## config.mk

```make
export PLATFORM = sky130hd
export DESIGN_NAME = ram_port_arbiter_flat
export DESIGN_NICKNAME = d
export VERILOG_FILES = /design/src/rtl/ram_port_arbiter_if.sv /design/src/rtl/ram_port_arbiter.sv /design/src/flat_wrapper.sv
export SDC_FILE = /design/constraint.sdc
export NUM_CORES = 1
export LEC_CHECK = 0
export CAP_MARGIN = 40
export CORE_UTILIZATION = 60
export CTS_CLUSTER_DIAMETER = 100
export DETAILED_ROUTE_END_ITERATION = 16
export DONT_BUFFER_PORTS = 1
export HOLD_SLACK_MARGIN = 0.06
export PLACE_DENSITY_LB_ADDON = 0.1
export SLEW_MARGIN = 20
export SYNTH_ARGS = -nofsm -noshare
export SYNTH_HDL_FRONTEND = slang
export SYNTH_SLANG_ARGS = --single-unit
```

## constraint.sdc

```tcl
create_clock -name clk -period 5.1 [get_ports clk]
set_input_delay 1.02 -clock clk [delete_from_list [all_inputs] [get_ports clk]]
set_output_delay 1.02 -clock clk [all_outputs]
set_load 0.05 [all_outputs]
```

## src/rtl/ram_port_arbiter_if.sv

```systemverilog
// Bus bundle for the port-A arbiter: CPU side, SPI loader side, RAM port A and status.
interface ram_port_arbiter_if;
  logic        cpu_ce;
  logic        cpu_mreq;
  logic        cpu_wr;
  logic [15:0] cpu_addr;
  logic [7:0]  cpu_dout;
  logic [7:0]  cpu_din;
  logic        cpu_wait_n;

  logic        spi_wr;
  logic        spi_rd;
  logic [31:0] spi_addr;
  logic [7:0]  spi_wdata;
  logic [7:0]  spi_rdata;

  logic        ram_we;
  logic [15:0] ram_addr;
  logic [7:0]  ram_din;
  logic [7:0]  ram_dout;

  logic [7:0]  ctrl;
  logic        spi_ovf;

  modport slave (
    input  cpu_ce, cpu_mreq, cpu_wr, cpu_addr, cpu_dout,
    input  spi_wr, spi_rd, spi_addr, spi_wdata,
    input  ram_dout,
    output cpu_din, cpu_wait_n, spi_rdata,
    output ram_we, ram_addr, ram_din,
    output ctrl, spi_ovf
  );

  modport master (
    output cpu_ce, cpu_mreq, cpu_wr, cpu_addr, cpu_dout,
    output spi_wr, spi_rd, spi_addr, spi_wdata,
    output ram_dout,
    input  cpu_din, cpu_wait_n, spi_rdata,
    input  ram_we, ram_addr, ram_din,
    input  ctrl, spi_ovf
  );
endinterface

```

## src/rtl/ram_port_arbiter.sv

```systemverilog
// Shares dual-port RAM port A between the Z80 and the SPI loader, owns the
// SPI-mapped control register and stalls the CPU while the loader holds the port.
module ram_port_arbiter #(
  parameter logic [7:0] CTRL_INIT   = 8'h00,
  parameter bit         ROM_PROTECT = 1'b1
) (
  input logic               clk,
  input logic               reset,
  ram_port_arbiter_if.slave bus
);
  typedef enum logic [1:0] {S_IDLE, S_ACC, S_CAP} state_t;

  localparam logic [7:0] PAGE_RAM  = 8'h00;
  localparam logic [7:0] PAGE_CTRL = 8'hFF;

  state_t      r_state, w_state;
  logic        r_own_cpu, w_own_cpu;
  logic        r_acc_wr, w_acc_wr;
  logic        r_spi_pend, w_spi_pend;
  logic        r_spi_is_wr, w_spi_is_wr;
  logic [7:0]  r_spi_page, w_spi_page;
  logic [15:0] r_spi_ram_addr, w_spi_ram_addr;
  logic [7:0]  r_spi_wdata, w_spi_wdata;
  logic        r_cpu_served, w_cpu_served;
  logic [7:0]  r_ctrl, w_ctrl;
  logic        r_spi_ovf, w_spi_ovf;
  logic        r_ram_we, w_ram_we;
  logic [15:0] r_ram_addr, w_ram_addr;
  logic [7:0]  r_ram_din, w_ram_din;
  logic [7:0]  r_cpu_din, w_cpu_din;
  logic [7:0]  r_spi_rdata, w_spi_rdata;
  logic        r_cpu_wait_n, w_cpu_wait_n;

  logic w_strobe;
  logic w_rom_hit;
  logic w_cpu_elig;
  logic w_unused_bits;

  assign w_unused_bits = ^bus.spi_addr[23:16];

  assign w_strobe  = bus.spi_wr | bus.spi_rd;
  assign w_rom_hit = ROM_PROTECT && (bus.cpu_addr[15:14] == 2'b00);
  // A strobe arriving this cycle also holds off the CPU so the loader wins ties.
  assign w_cpu_elig = bus.cpu_mreq & ~r_cpu_served & ~r_ctrl[1] & ~w_strobe;

  always_comb begin
    w_state        = r_state;
    w_own_cpu      = r_own_cpu;
    w_acc_wr       = r_acc_wr;
    w_spi_pend     = r_spi_pend;
    w_spi_is_wr    = r_spi_is_wr;
    w_spi_page     = r_spi_page;
    w_spi_ram_addr = r_spi_ram_addr;
    w_spi_wdata    = r_spi_wdata;
    w_cpu_served   = r_cpu_served & ~bus.cpu_ce;
    w_ctrl         = r_ctrl;
    w_spi_ovf      = r_spi_ovf;
    w_ram_we       = 1'b0;
    w_ram_addr     = r_ram_addr;
    w_ram_din      = r_ram_din;
    w_cpu_din      = r_cpu_din;
    w_spi_rdata    = r_spi_rdata;

    case (r_state)
      S_IDLE: begin
        if (r_spi_pend && (r_spi_page == PAGE_RAM)) begin
          w_ram_addr = r_spi_ram_addr;
          w_ram_din  = r_spi_wdata;
          w_ram_we   = r_spi_is_wr;
          w_acc_wr   = r_spi_is_wr;
          w_own_cpu  = 1'b0;
          w_state    = S_ACC;
        end else begin
          // Register-page and unmapped-page requests finish here without the RAM.
          if (r_spi_pend) begin
            w_spi_pend = 1'b0;
            if (r_spi_page == PAGE_CTRL) begin
              if (r_spi_is_wr) w_ctrl = r_spi_wdata;
              else             w_spi_rdata = r_ctrl;
            end else if (!r_spi_is_wr) begin
              w_spi_rdata = 8'hFF;
            end
          end
          if (w_cpu_elig) begin
            w_ram_addr   = bus.cpu_addr;
            w_ram_din    = bus.cpu_dout;
            w_ram_we     = bus.cpu_wr & ~w_rom_hit;
            w_acc_wr     = bus.cpu_wr;
            w_own_cpu    = 1'b1;
            w_cpu_served = 1'b1;
            w_state      = S_ACC;
          end
        end
      end
      S_ACC: begin
        if (r_acc_wr) begin
          w_state = S_IDLE;
          if (!r_own_cpu) w_spi_pend = 1'b0;
        end else begin
          w_state = S_CAP;
        end
      end
      S_CAP: begin
        if (r_own_cpu) begin
          w_cpu_din = bus.ram_dout;
        end else begin
          w_spi_rdata = bus.ram_dout;
          w_spi_pend  = 1'b0;
        end
        w_state = S_IDLE;
      end
      default: w_state = S_IDLE;
    endcase

    if (w_strobe) begin
      if (r_spi_pend) begin
        w_spi_ovf = 1'b1;
      end else begin
        w_spi_pend     = 1'b1;
        w_spi_is_wr    = bus.spi_wr;
        w_spi_page     = bus.spi_addr[31:24];
        w_spi_ram_addr = bus.spi_addr[15:0];
        w_spi_wdata    = bus.spi_wdata;
      end
    end

    w_cpu_wait_n = ~(w_ctrl[1] | (bus.cpu_mreq & ~w_cpu_served) |
                     (w_own_cpu & (w_state != S_IDLE)));
  end

  always_ff @(posedge clk or posedge reset) begin
    if (reset) begin
      r_state        <= S_IDLE;
      r_own_cpu      <= 1'b0;
      r_acc_wr       <= 1'b0;
      r_spi_pend     <= 1'b0;
      r_spi_is_wr    <= 1'b0;
      r_spi_page     <= 8'h00;
      r_spi_ram_addr <= 16'h0000;
      r_spi_wdata    <= 8'h00;
      r_cpu_served   <= 1'b0;
      r_ctrl         <= CTRL_INIT;
      r_spi_ovf      <= 1'b0;
      r_ram_we       <= 1'b0;
      r_ram_addr     <= 16'h0000;
      r_ram_din      <= 8'h00;
      r_cpu_din      <= 8'h00;
      r_spi_rdata    <= 8'h00;
      r_cpu_wait_n   <= ~CTRL_INIT[1];
    end else begin
      r_state        <= w_state;
      r_own_cpu      <= w_own_cpu;
      r_acc_wr       <= w_acc_wr;
      r_spi_pend     <= w_spi_pend;
      r_spi_is_wr    <= w_spi_is_wr;
      r_spi_page     <= w_spi_page;
      r_spi_ram_addr <= w_spi_ram_addr;
      r_spi_wdata    <= w_spi_wdata;
      r_cpu_served   <= w_cpu_served;
      r_ctrl         <= w_ctrl;
      r_spi_ovf      <= w_spi_ovf;
      r_ram_we       <= w_ram_we;
      r_ram_addr     <= w_ram_addr;
      r_ram_din      <= w_ram_din;
      r_cpu_din      <= w_cpu_din;
      r_spi_rdata    <= w_spi_rdata;
      r_cpu_wait_n   <= w_cpu_wait_n;
    end
  end

  assign bus.cpu_din    = r_cpu_din;
  assign bus.cpu_wait_n = r_cpu_wait_n;
  assign bus.spi_rdata  = r_spi_rdata;
  assign bus.ram_we     = r_ram_we;
  assign bus.ram_addr   = r_ram_addr;
  assign bus.ram_din    = r_ram_din;
  assign bus.ctrl       = r_ctrl;
  assign bus.spi_ovf    = r_spi_ovf;
endmodule

```

## src/flat_wrapper.sv

```systemverilog
// flat-port wrapper written by rule: the top's interface ports become plain ports
module ram_port_arbiter_flat 
#(
  parameter logic [7:0] CTRL_INIT   = 8'h00,
  parameter bit         ROM_PROTECT = 1'b1
)
  (clk, reset, bus_cpu_ce, bus_cpu_mreq, bus_cpu_wr, bus_cpu_addr, bus_cpu_dout, bus_spi_wr, bus_spi_rd, bus_spi_addr, bus_spi_wdata, bus_ram_dout, bus_cpu_din, bus_cpu_wait_n, bus_spi_rdata, bus_ram_we, bus_ram_addr, bus_ram_din, bus_ctrl, bus_spi_ovf);
  ram_port_arbiter_if bus_i ();
  input logic clk;
  input logic reset;
  input wire logic [$bits(bus_i.cpu_ce)-1:0] bus_cpu_ce;
  input wire logic [$bits(bus_i.cpu_mreq)-1:0] bus_cpu_mreq;
  input wire logic [$bits(bus_i.cpu_wr)-1:0] bus_cpu_wr;
  input wire logic [$bits(bus_i.cpu_addr)-1:0] bus_cpu_addr;
  input wire logic [$bits(bus_i.cpu_dout)-1:0] bus_cpu_dout;
  input wire logic [$bits(bus_i.spi_wr)-1:0] bus_spi_wr;
  input wire logic [$bits(bus_i.spi_rd)-1:0] bus_spi_rd;
  input wire logic [$bits(bus_i.spi_addr)-1:0] bus_spi_addr;
  input wire logic [$bits(bus_i.spi_wdata)-1:0] bus_spi_wdata;
  input wire logic [$bits(bus_i.ram_dout)-1:0] bus_ram_dout;
  output wire logic [$bits(bus_i.cpu_din)-1:0] bus_cpu_din;
  output wire logic [$bits(bus_i.cpu_wait_n)-1:0] bus_cpu_wait_n;
  output wire logic [$bits(bus_i.spi_rdata)-1:0] bus_spi_rdata;
  output wire logic [$bits(bus_i.ram_we)-1:0] bus_ram_we;
  output wire logic [$bits(bus_i.ram_addr)-1:0] bus_ram_addr;
  output wire logic [$bits(bus_i.ram_din)-1:0] bus_ram_din;
  output wire logic [$bits(bus_i.ctrl)-1:0] bus_ctrl;
  output wire logic [$bits(bus_i.spi_ovf)-1:0] bus_spi_ovf;
  assign bus_i.cpu_ce = bus_cpu_ce;
  assign bus_i.cpu_mreq = bus_cpu_mreq;
  assign bus_i.cpu_wr = bus_cpu_wr;
  assign bus_i.cpu_addr = bus_cpu_addr;
  assign bus_i.cpu_dout = bus_cpu_dout;
  assign bus_i.spi_wr = bus_spi_wr;
  assign bus_i.spi_rd = bus_spi_rd;
  assign bus_i.spi_addr = bus_spi_addr;
  assign bus_i.spi_wdata = bus_spi_wdata;
  assign bus_i.ram_dout = bus_ram_dout;
  assign bus_cpu_din = bus_i.cpu_din;
  assign bus_cpu_wait_n = bus_i.cpu_wait_n;
  assign bus_spi_rdata = bus_i.spi_rdata;
  assign bus_ram_we = bus_i.ram_we;
  assign bus_ram_addr = bus_i.ram_addr;
  assign bus_ram_din = bus_i.ram_din;
  assign bus_ctrl = bus_i.ctrl;
  assign bus_spi_ovf = bus_i.spi_ovf;
  ram_port_arbiter #(.CTRL_INIT(CTRL_INIT), .ROM_PROTECT(ROM_PROTECT)) u_core (.clk(clk), .reset(reset), .bus(bus_i));
endmodule
```

==> impl_results.md <==
- Outcome: complete, no violations
- Initial Utilization: 63.0%
- RR Endpoint: u_core.bus.ram_addr[0]
- Worst-Margin Slew: 646 ps
- Post-synthesis mux area share: 16.7%
- Ant. Diodes: 0
- Fmax achieved: 0.479 GHz
- Fin util: 68.1%
- RSZ-0062 raised after global routing: no
- Clock buffer depth: 2
- Placement Setup Slack: 2720 ps
- Area growth, synth to finish: 8.12%
- Final ANT Viol Nets: 0
- IO Pins: 130
- Final instance area: 4080 µm²
- Core Box Area: around 6000 µm²
- Final std cells w/o fill: 348
- All-Layer GR Usage: 24.1%
- Routed WL: approximately 7500 µm
- Gr ovfl total: 0
- DRT iter0 DRCs: between 90 and 100
- Cells after DPL: 332
- Compound-Gate Fraction of Synth Area: between 10% and 20%
- Worst reg-to-reg path cell count: 5
- Synth Area in Adders: 0%
- Netlist cell types: 38
- Cts repair resizes: 0
- Clk slew on worst S/H paths: 80 ps
- Root buf cell: clkbuf_8
- MaxCap Viol Count: 0
- Post-synthesis xor/xnor area fraction: 0%
- Pin count of the biggest net entering global routing: between 50 and 60
- Worst-path fanout max: 4
- Simple-gate share of the synthesized area: 9.58%
- Hold path cells: 1
- DR vias/cell: 6.39
- # DRC: 0
- Post-synth EDFFs: 0
- Wl on met1: 3270 µm
- PD cells: 553 nW/µm²
- Layout cells sized above 1: 13.2%
- # Post-CTS Setup Buffers: 0
- Nets: 347
- Cts bufs inserted: 9
- Syn_area_per_cell: 14.1 µm²
- Post-synthesis async set-or-reset flop share: 100%
- Setup TNS: 0 ps
- Final setup viols: 0
- Syn nets: between 300 and 400
- Req. time, crit path: 4080 ps
- Max VDD drop: between 0.3 and 0.4 mV
- Die ar.: 6610 µm²
- Synth Instances: around 270
- Leakage power: 1.79 nW
- Power Total: 2.26 mW
- WL/cell: 21.6 µm
- Die W: 81.3 µm
- Area leader, netlist: dfrtp_1
- Slew Limit Headroom: between 50% and 60%
- DP HPWL: 5120 µm
- Initial antenna violation count: 0
- Clock sink count: 90
- Cell Rows: 28
- First-pass GRT wire length: 11500 µm
- Min-delay src: u_core.r_spi_ram_addr[0]
- Synth area leaders: dfrtp_1 59%, mux2_1 14%, o221a_1 5.7%, nand3b_1 3.2%, mux2i_1 2.1%
- Critical path class: reg -> out
- Worst r2r src: u_core.bus.ctrl[1]
- Met3 WL: 697 µm
- Post-synth top area share: 59.0%
- Slew Viols, Final: 0
- Highest Signal Layer: met4
- Worst hold path class: reg -> reg
- CP arrival: 1070 ps
- Worst-Skew Late Latency: 350 ps
- Seq/Total Area, Yosys: 59.7%
- Syn Std Cell Area: 3780 µm²
- IO Port Bufs: 0
- Reg2reg setup slack: 3120 ps
- Top-count cell post-synth: dfrtp_1
- CTS tree: yes
- Largest family of logic cells by synthesized area: multiplexers
- End of the worst hold path: u_core.r_spi_ram_addr[0]
- Final period util: between 40% and 50%
- Minimum clock period: roughly 2100 ps
- PnR worst setup slack: roughly 3000 ps
- GP Congestion: 0.739
- Die height: 81.3 µm
- Detailed Routing Iterations Pass 1: 5
- Critical Path Sink Type: primary output
- Warnings from Yosys: 0
- Cell Area, Placed: roughly 3900 µm²
- Layout Skew: 8.47 ps
- Post-cts hold buffer count: 0
- Htree depth: 3
- Ys flop type: dfrtp_1
- CP startpoint kind: flip-flop
- Hold Vio Cnt, Final: 0
- Vias in the first global route: 2177
- Via Count: roughly 2200
- Top post-synthesis cells by count: 89 x dfrtp_1, 48 x mux2_1, 19 x o221a_1
- Synthesis-stage register bit count: 90
- Met2 routed WL: around 3500 µm
- WHS: 491 ps
state kept, by name, summed over array words and instances (netlist names), 2 cells and up:
register and flops:
u_core.bus.ram_din 8, u_core.r_spi_wdata 8, u_core.r_spi_page 8, u_core.bus.ram_addr 16, u_core.r_spi_ram_addr 16, u_core.r_state 2, u_core.bus.ctrl 8, u_core.bus.spi_rdata 8
u_core.bus.cpu_din 8
how the worst max path moves through the flow:
stage / cells after the start / start / endpoint
3_3_place_gp: 4 / bus_spi_wr / u_core.bus.ram_addr[13]
5_1_grt: 0 / u_core.bus.ctrl[1] / bus_ctrl[1]
4_1_cts: 0 / u_core.bus.ctrl[1] / bus_ctrl[1]
3_5_place_dp: 5 / bus_spi_wr / u_core.bus.ram_addr[11]
6_report: 0 / u_core.bus.ctrl[1] / bus_ctrl[1]
2_1_floorplan: 1 / reset / u_core.bus.cpu_din[0]
area by class of cell:
type	count	area [µm²]
flip-flops and latches	90	2250
fillers	406	1910
multi-input cells	151	1410
clock buffers	11	141
well taps	75	93.8
clock inverters	5	77.6
repair buffers	5	65.1
inverters	11	43.8
report_power, final:
group | switching (mW) | internal, mW
sequential | 0.514 | 0.899
combinational | 0.130 | 0.184
clock | 0.244 | 0.288
cells by family (layout without fill, tap and decap cells):
family | Yosys count | in the layout
mux | 57 | 57
simple gates | 52 | 52
flops | 90 | 90
buf+inv | 27 | 32
compound gates | 42 | 42
routing by layer:
layer / vias up / global-route usage [%]
met5: - / 0
met4: 0 / 9.11
met3: 9 / 9.10
met2: 97 / 35.2
met1: 1129 / 32.8
li1: 990 / -
cell usage in the layout (no fill, tap or decap), drive strengths merged:
| cell type | n |
|---|---|
| o221ai | 1 |
| nand3b | 16 |
| nand4 | 2 |
| a41oi | 1 |
| o21ai | 3 |
| o22ai | 8 |
| clkinv | 2 |
| nand2 | 4 |
| and4 | 2 |
| dfrtp | 89 |
| mux2i | 8 |
| a221oi | 1 |
| bufinv | 2 |
| and3 | 1 |
| inv | 11 |
| or2 | 10 |
| nand3 | 3 |
| nand2b | 5 |
| buf | 5 |
| o21a | 1 |
| nor4b | 1 |
| a21boi | 2 |
| nor2 | 5 |
| clkinvlp | 1 |
| nor3 | 1 |
| mux2 | 49 |
| dfstp | 1 |
| nor4bb | 1 |
| clkbuf | 11 |
| nor3b | 1 |
| o221a | 25 |
Power figures use the tool's default switching activity.
